`config.mk`:
```
export PLATFORM = sky130hd
export DESIGN_NAME = exec_word_assembler
export DESIGN_NICKNAME = d
export VERILOG_FILES = /design/src/rtl/exec_word_assembler.sv
export SDC_FILE = /design/constraint.sdc
export NUM_CORES = 1
export LEC_CHECK = 0
export ABC_AREA = 1
export CAP_MARGIN = 20
export CORE_ASPECT_RATIO = 1.2
export CORE_MARGIN = 5
export CORE_UTILIZATION = 35
export CTS_CLUSTER_DIAMETER = 120
export DETAILED_ROUTE_END_ITERATION = 8
export GPL_TIMING_DRIVEN = 0
export HOLD_SLACK_MARGIN = 0.06
export SLEW_MARGIN = 30
export SYNTH_ARGS = -nofsm -noshare
export SYNTH_HDL_FRONTEND = slang
export SYNTH_SLANG_ARGS = --single-unit
```
`constraint.sdc`:
```
create_clock -name clk -period 1.78 [get_ports clk]
set_input_delay 0.267 -clock clk [delete_from_list [all_inputs] [get_ports clk]]
set_output_delay 0.267 -clock clk [all_outputs]
set_load 0.01 [all_outputs]
```
`src/rtl/exec_word_assembler.sv`:
```
// exec_word_assembler
// Packs a serial byte stream into BYTES-wide words, MSB-first in wire order,
// and offers each finished word (plus its latched reorder enable) downstream.
// Also keeps a wrapping count of delivered words and a partial-word flag.
//
// Handshake: a byte moves when controlInByteValid & controlOutByteReady are
// both high at a rising clk edge; a word moves when controlOutWordValid &
// controlInWordReady are both high at a rising clk edge. Valid never waits on
// ready. Byte ready depends combinationally on word ready and flush.
module exec_word_assembler #(
    parameter int BYTES  = 5,
    parameter int BYTE_W = 8,
    parameter int CNT_W  = 16
) (
    input  logic                      clk,
    input  logic                      rst_n,
    input  logic [BYTE_W-1:0]         dataInByte,
    input  logic                      controlInByteValid,
    output logic                      controlOutByteReady,
    input  logic                      controlInSwapMode,
    input  logic                      controlInFlush,
    output logic [BYTES*BYTE_W-1:0]   dataOutWord,
    output logic                      controlOutWordValid,
    input  logic                      controlInWordReady,
    output logic                      controlOutReorderEnable,
    output logic                      controlOutPartial,
    output logic [CNT_W-1:0]          dataOutWordCount
);

    localparam int WORD_W = BYTES * BYTE_W;
    localparam int IDX_W  = $clog2(BYTES);
    localparam logic [IDX_W-1:0] LAST_IDX = IDX_W'(BYTES - 1);

    typedef enum logic {
        ST_COLLECT = 1'b0,
        ST_HOLD    = 1'b1
    } state_t;

    state_t             state_q, state_d;
    logic [IDX_W-1:0]   cnt_q, cnt_d;
    logic [WORD_W-1:0]  word_q, word_d;
    logic               valid_q, valid_d;
    logic               reorder_q, reorder_d;
    logic               partial_q, partial_d;
    logic [CNT_W-1:0]   wcount_q, wcount_d;

    logic               byte_ready;
    logic               byte_fire;
    logic               word_fire;
    logic               lane_we;
    logic [IDX_W-1:0]   lane_idx;

    // Byte ready: open in COLLECT, only alongside a word hand-off in HOLD.
    always_comb begin
        byte_ready = 1'b0;
        if (state_q == ST_COLLECT) begin
            byte_ready = ~controlInFlush;
        end else begin
            byte_ready = controlInWordReady & ~controlInFlush;
        end
    end

    assign byte_fire = controlInByteValid & byte_ready;
    assign word_fire = valid_q & controlInWordReady;

    // Next-state logic: byte collection, word hand-off and flush priority.
    always_comb begin
        state_d   = state_q;
        cnt_d     = cnt_q;
        word_d    = word_q;
        valid_d   = valid_q;
        reorder_d = reorder_q;
        wcount_d  = wcount_q;
        lane_we   = 1'b0;
        lane_idx  = '0;

        if (controlInFlush) begin
            // Flush beats a simultaneous word transfer: the word is not counted.
            state_d = ST_COLLECT;
            cnt_d   = '0;
            valid_d = 1'b0;
        end else begin
            case (state_q)
                ST_COLLECT: begin
                    if (byte_fire) begin
                        lane_we  = 1'b1;
                        lane_idx = cnt_q;
                        if (cnt_q == '0) begin
                            reorder_d = controlInSwapMode;
                        end
                        if (cnt_q == LAST_IDX) begin
                            cnt_d   = '0;
                            valid_d = 1'b1;
                            state_d = ST_HOLD;
                        end else begin
                            cnt_d = cnt_q + IDX_W'(1);
                        end
                    end
                end
                ST_HOLD: begin
                    if (word_fire) begin
                        wcount_d = wcount_q + CNT_W'(1);
                        valid_d  = 1'b0;
                        state_d  = ST_COLLECT;
                        if (byte_fire) begin
                            // Overlapped byte starts the next word for full throughput.
                            lane_we   = 1'b1;
                            lane_idx  = '0;
                            reorder_d = controlInSwapMode;
                            cnt_d     = IDX_W'(1);
                        end else begin
                            cnt_d = '0;
                        end
                    end
                end
                default: begin
                    state_d = ST_COLLECT;
                    cnt_d   = '0;
                    valid_d = 1'b0;
                end
            endcase
        end

        // Byte k lands in the k-th lane counted from the MSB end.
        for (int k = 0; k < BYTES; k++) begin
            if (lane_we && (lane_idx == IDX_W'(k))) begin
                word_d[(BYTES-1-k)*BYTE_W +: BYTE_W] = dataInByte;
            end
        end

        partial_d = (cnt_d != '0);
    end

    // State and output registers; reset discards any partial or held word.
    always_ff @(posedge clk or negedge rst_n) begin
        if (!rst_n) begin
            state_q   <= ST_COLLECT;
            cnt_q     <= '0;
            word_q    <= '0;
            valid_q   <= 1'b0;
            reorder_q <= 1'b0;
            partial_q <= 1'b0;
            wcount_q  <= '0;
        end else begin
            state_q   <= state_d;
            cnt_q     <= cnt_d;
            word_q    <= word_d;
            valid_q   <= valid_d;
            reorder_q <= reorder_d;
            partial_q <= partial_d;
            wcount_q  <= wcount_d;
        end
    end

    assign controlOutByteReady     = byte_ready;
    assign dataOutWord             = word_q;
    assign controlOutWordValid     = valid_q;
    assign controlOutReorderEnable = reorder_q;
    assign controlOutPartial       = partial_q;
    assign dataOutWordCount        = wcount_q;

endmodule

```
---- After elaboration in Yosys (flattened, before gate mapping) ----
Cells that the tools add are included.
operators by class
  $add $sub $neg .......................... 2
  eq/ne operators ......................... 12
  multiplexer cells ....................... 29
  bitwise logic cells ..................... 5
  reductions and logical operators ........ 11
operators by type and width
  cell                                                             count
  3-bit 2-to-1 mux                                                 6
  1-bit 2-to-1 mux                                                 17
  16-bit by 1-bit adder with 16-bit output, second input constant  1
  3-bit case mux with 2 select lines                               2
  1-bit case mux with 2 select lines                               4
  3-bit by 2-bit == test with 1-bit output, second input constant  2
  3-bit == test, second input constant                             2
  3-bit zero test                                                  2
  2-bit by 1-bit != test with 1-bit output, second input constant  3
  3-bit by 2-bit != test with 1-bit output, second input constant  2
  3-bit AND reduction                                              2
  1-bit logical AND                                                5
  5-bit AND reduction                                              1
  3-bit by 1-bit adder with 3-bit output, second input constant    1
  1-bit AND                                                        3
  3-bit by 1-bit == test with 1-bit output, second input constant  1
  3-bit != test, second input constant                             1
  3-bit nonzero test                                               1
  2-bit != test, second input constant                             1
  1-bit inverter                                                   2
word-level totals
  bits in registers ....................... 63
  word-level logic and storage cells ...... 70

---- Longest topological paths before layout ----
  word-level depth ........................ 9
  mapped depth ............................ 9

---- Worst setup path after synthesis ----
No wires, ideal clock.
  kind .................................... register to register
  from .................................... reg state_q
  to ...................................... reg word_q[3] (netlist: dataOutWord[3])
  library setup time ...................... 0.119 ns
  arrival ................................. 1.316 ns
  slack ................................... 0.345 ns
  stages on the path, launching flop included .. 9
  path through ............................ dfrtp_1 -> buf_4 -> nor2_4 -> nand3_2 -> inv_2 -> nand2_4 -> buf_6 -> nand2_1 -> o21ai_2
between the ends
  cells in the longest elaborated chain, start to end .. 7
  elaborated cells on any way between the ends .. 12
RTL lines
  item                                                                           line     source
  start: declaration                                                             39       state_t state_q, state_d;
  start signal: assignment                                                       145      state_q <= state_d;
  1-bit 2-to-1 mux                                                               56       if (state_q == ST_COLLECT) begin
  1-bit AND                                                                      63       assign byte_fire = controlInByteValid & byte_ready;
  3-bit 2-to-1 mux / 1-bit 2-to-1 mux (equally long branches)                    85, 105
  3-bit case mux with 2 select lines / 1-bit 2-to-1 mux (equally long branches)  83, 101
  3-bit 2-to-1 mux / 1-bit case mux with 2 select lines (equally long branches)  77, 83
  3-bit == test / 1-bit 2-to-1 mux (equally long branches)                       126, 77
  1-bit logical AND (*)                                                          126      if (lane_we && (lane_idx == IDX_W'(k))) begin
  end signal: assignment                                                         147      word_q <= word_d;
  end: declaration                                                               41       logic [WORD_W-1:0] word_q, word_d;
Every way passes the cells marked *; elsewhere a longest branch is shown, timed or not.
A chain may end at the register's enable or synchronous reset.

---- Worst setup path in the final report ----
  from .................................... in controlInFlush
  to ...................................... reg wcount_q[8] (netlist: dataOutWordCount[8])
between the ends
  cells in the longest elaborated chain, start to end .. 2
RTL lines
  item                                  line  source
  start: declaration                    21    input logic controlInFlush,
  1-bit inverter (no source line)       -
  3-bit AND reduction (no source line)  -
  end signal: assignment                151   wcount_q <= wcount_d;
  end: declaration                      45    logic [CNT_W-1:0] wcount_q, wcount_d;
Every way passes these cells.

==> results.json <==
{
  "antenna_found_initial": 0,
  "cap_violations": 0,
  "regToRegEndpoint": "dataOutWord[4]$_DFFE_PN0P_",
  "syn_inst": 338,
  "drc_errors": 0,
  "vias": 2464,
  "pin_count": 74,
  "fillers": 800,
  "slew_viol_final": 0,
  "worst-r2r-setup-slack_ns": 0.20,
  "synth_seq_area_share_pct": 53.5,
  "multi_input_area_um2": 1200,
  "viasPerCell": 4.54,
  "rsz0062_at_grt": "no",
  "max_freq_ghz": 0.610,
  "postCtsSetupBuffers": 0,
  "hpwl_mm": 5.58,
  "cts_sinks": 63,
  "p_leak_uw": 0.00186,
  "synthDistinctLibCells": 25,
  "gp_congestion": 0.801,
  "fin_crit_sh_pct": 92.1,
  "grt_pass1_vias": 2624,
  "setup_viol": 0,
  "crit_required_ns": 2.00,
  "first_iter_violations": 55,
  "min_path_type": "in2async",
  "crit_path_start_kind": "primary input",
  "placement_rows": 36,
  "tightest_slew_ns": 0.402,
  "crit_fanout": 7,
  "rr_worst_depth": 8,
  "finalPower_uw": 3310,
  "port_buffers": 73,
  "drive_above_1_share_pct": 11.4,
  "dr.pass1.iters": 4,
  "insertion_delay_ns": 0.34,
  "grt_first_pass_wirelength_mm": 12.5,
  "syn_area_per_cell_um2": 8.71,
  "overflow": 0,
  "area_delta_synth_final_pct": 36.4,
  "critical_path_class": "in2reg",
  "arrival_ns": 1.86,
  "die_area_um2": 10400,
  "powerDensity_nw_per_um2": 824,
  "cts_buffers": 9,
  "cts_root_buffer": "clkbuf_8",
  "end_kind": "flip-flop",
  "nNetsFinal": 441,
  "synth.cell_area_um2": 2950,
  "whs_ns": 0.394,
  "slew_headroom_pct": 73.2,
  "ir_drop_mv": 0.558,
  "ys_seq_elements": 63,
  "status": "completed",
  "wl_per_cell_um": 13.6,
  "cts_tree": "yes",
  "ys_warn_count": 0,
  "core-area_um2": 8150,
  "period_needed_ns": 1.64,
  "die_y_um": 110,
  "chipWidth_um": 93.7,
  "start_util_pct": 36.1,
  "r2r_start": "state_q$_DFF_PN0_",
  "regArea_um2": 1580,
  "cts.clk_slew.worst_paths_ns": 0.07,
  "final.setup_skew_ns": 0.00937,
  "grt_use_total_pct": 15.2,
  "hold_viol": 0,
  "ant_nets": 0,
  "routed_wl_mm": 7.38,
  "antennaDiodeCount": 0,
  "syn_nets": 355,
  "htreeDepth": 3,
  "cts_buffer_depth": 2,
  "grt_max_degree": 36
}
## cell usage in the layout, fill, tap and decap left out, types with 5 or more instances in the layout
cell type / instances
o21ai_0: 10
clkdlybuf4s50_1: 71
o21ai_2: 8
nand2_1: 116
clkbuf_8: 9
inv_1: 27
nand3_1: 19
nor2_1: 25
dfrtp_1: 63
nand4_1: 9
xnor2_1: 5
o21ai_1: 25
## metal layers
layer	up-vias	track usage (%)	part of all wire, %
met2	65	25.1	50
met4	0	6.07	1.5
li1	1257	-	-
met5	-	0	0
met1	1132	17.6	41
met3	10	5.71	8.1
## synth_stat cells (all sizes together)
cell | number | area share (%)
ha | 3 | 1.3
nand2 | 118 | 15
nor2 | 28 | 4.6
a21oi | 4 | 0.81
dfrtp | 63 | 54
buf | 7 | 1.7
inv | 30 | 4.0
nand3 | 26 | 6.4
o21ai | 43 | 8.3
xor2 | 2 | 0.59
xnor2 | 5 | 1.5
nand4 | 9 | 1.9
## area by class of cell
class,instances,share of cell area [%]
repair buffers,75,18.8
clock buffers,9,3.08
flip-flops and latches,63,39.3
clock inverters,7,1.18
multi-input cells,238,29.9
well taps,114,3.55
inverters,30,2.93
plain buffers,7,1.25
## through the flow
step | instance area [µm²] | setup slack, ns | utilization, % | setup TNS [ns] | std cells
CTS | 4020 | 0.119 | 49.3 | 0 | 543
global route | 4020 | 0.00748 | 49.3 | 0 | 543
floorplan | 2950 | 0.345 | - | 0 | 338
detailed placement | 3840 | -0.200 | 47.1 | -7.10 | 526
finish | 4020 | 0.141 | 49.3 | 0 | 543
global placement | 3820 | -1.78 | 46.8 | -117.85 | 525
## critical path: stages
cell	delay, ns
clkdlybuf4s50_1	0.53
inv_1	0.23
nand4_1	0.35
nor2_1	0.24
nand3_1	0.11
xnor2_1	0.14
## flip-flops by register name, summed over array words and instances (netlist names)
signal,flops
controlOutPartial,1
state_q,1
dataOutWord,40
controlOutWordValid,1
cnt_q,3
controlOutReorderEnable,1
dataOutWordCount,16
## kinds of logic (layout without fill, tap and decap cells)
family                     Yosys count  in the layout  share of synthesized area (%)
AOI/OAI and AO/OA                   47             47                           9.13
xor gates and xnor gates             7              7                           2.08
adders and majority gates            3              3                           1.27
buffers and inverters               37            128                           5.69
DFF                                 63             63                           53.5
and+or+nand+nor                    181            181                           28.3
## how the worst max path moves through the flow
stage                       startpoint                               to
floorplan            state_q$_DFF_PN0_       dataOutWord[3]$_DFFE_PN0P_
global placement                 rst_n      dataOutWord[14]$_DFFE_PN0P_
detailed placement  controlInByteValid       dataOutWord[4]$_DFFE_PN0P_
CTS                  state_q$_DFF_PN0_              controlOutByteReady
global route         state_q$_DFF_PN0_  dataOutWordCount[7]$_DFFE_PN0P_
finish                  controlInFlush  dataOutWordCount[8]$_DFFE_PN0P_
## power breakdown
group | internal (µW) | total [µW] | switching (µW) | leakage (µW)
logic | 310 | 578 | 268 | 0.000952
clock network | 504 | 1100 | 594 | 0.0000854
registers | 1560 | 1630 | 75.6 | 0.000822
## timing repair
item                                    4_1_cts  5_1_grt
hold endpoints to repair                     28        0
hold buffers                                  1        0
endpoints found under the setup margin        1        0
gates resized for setup                       1        0
No activity file was read; power rests on OpenSTA's default activity.
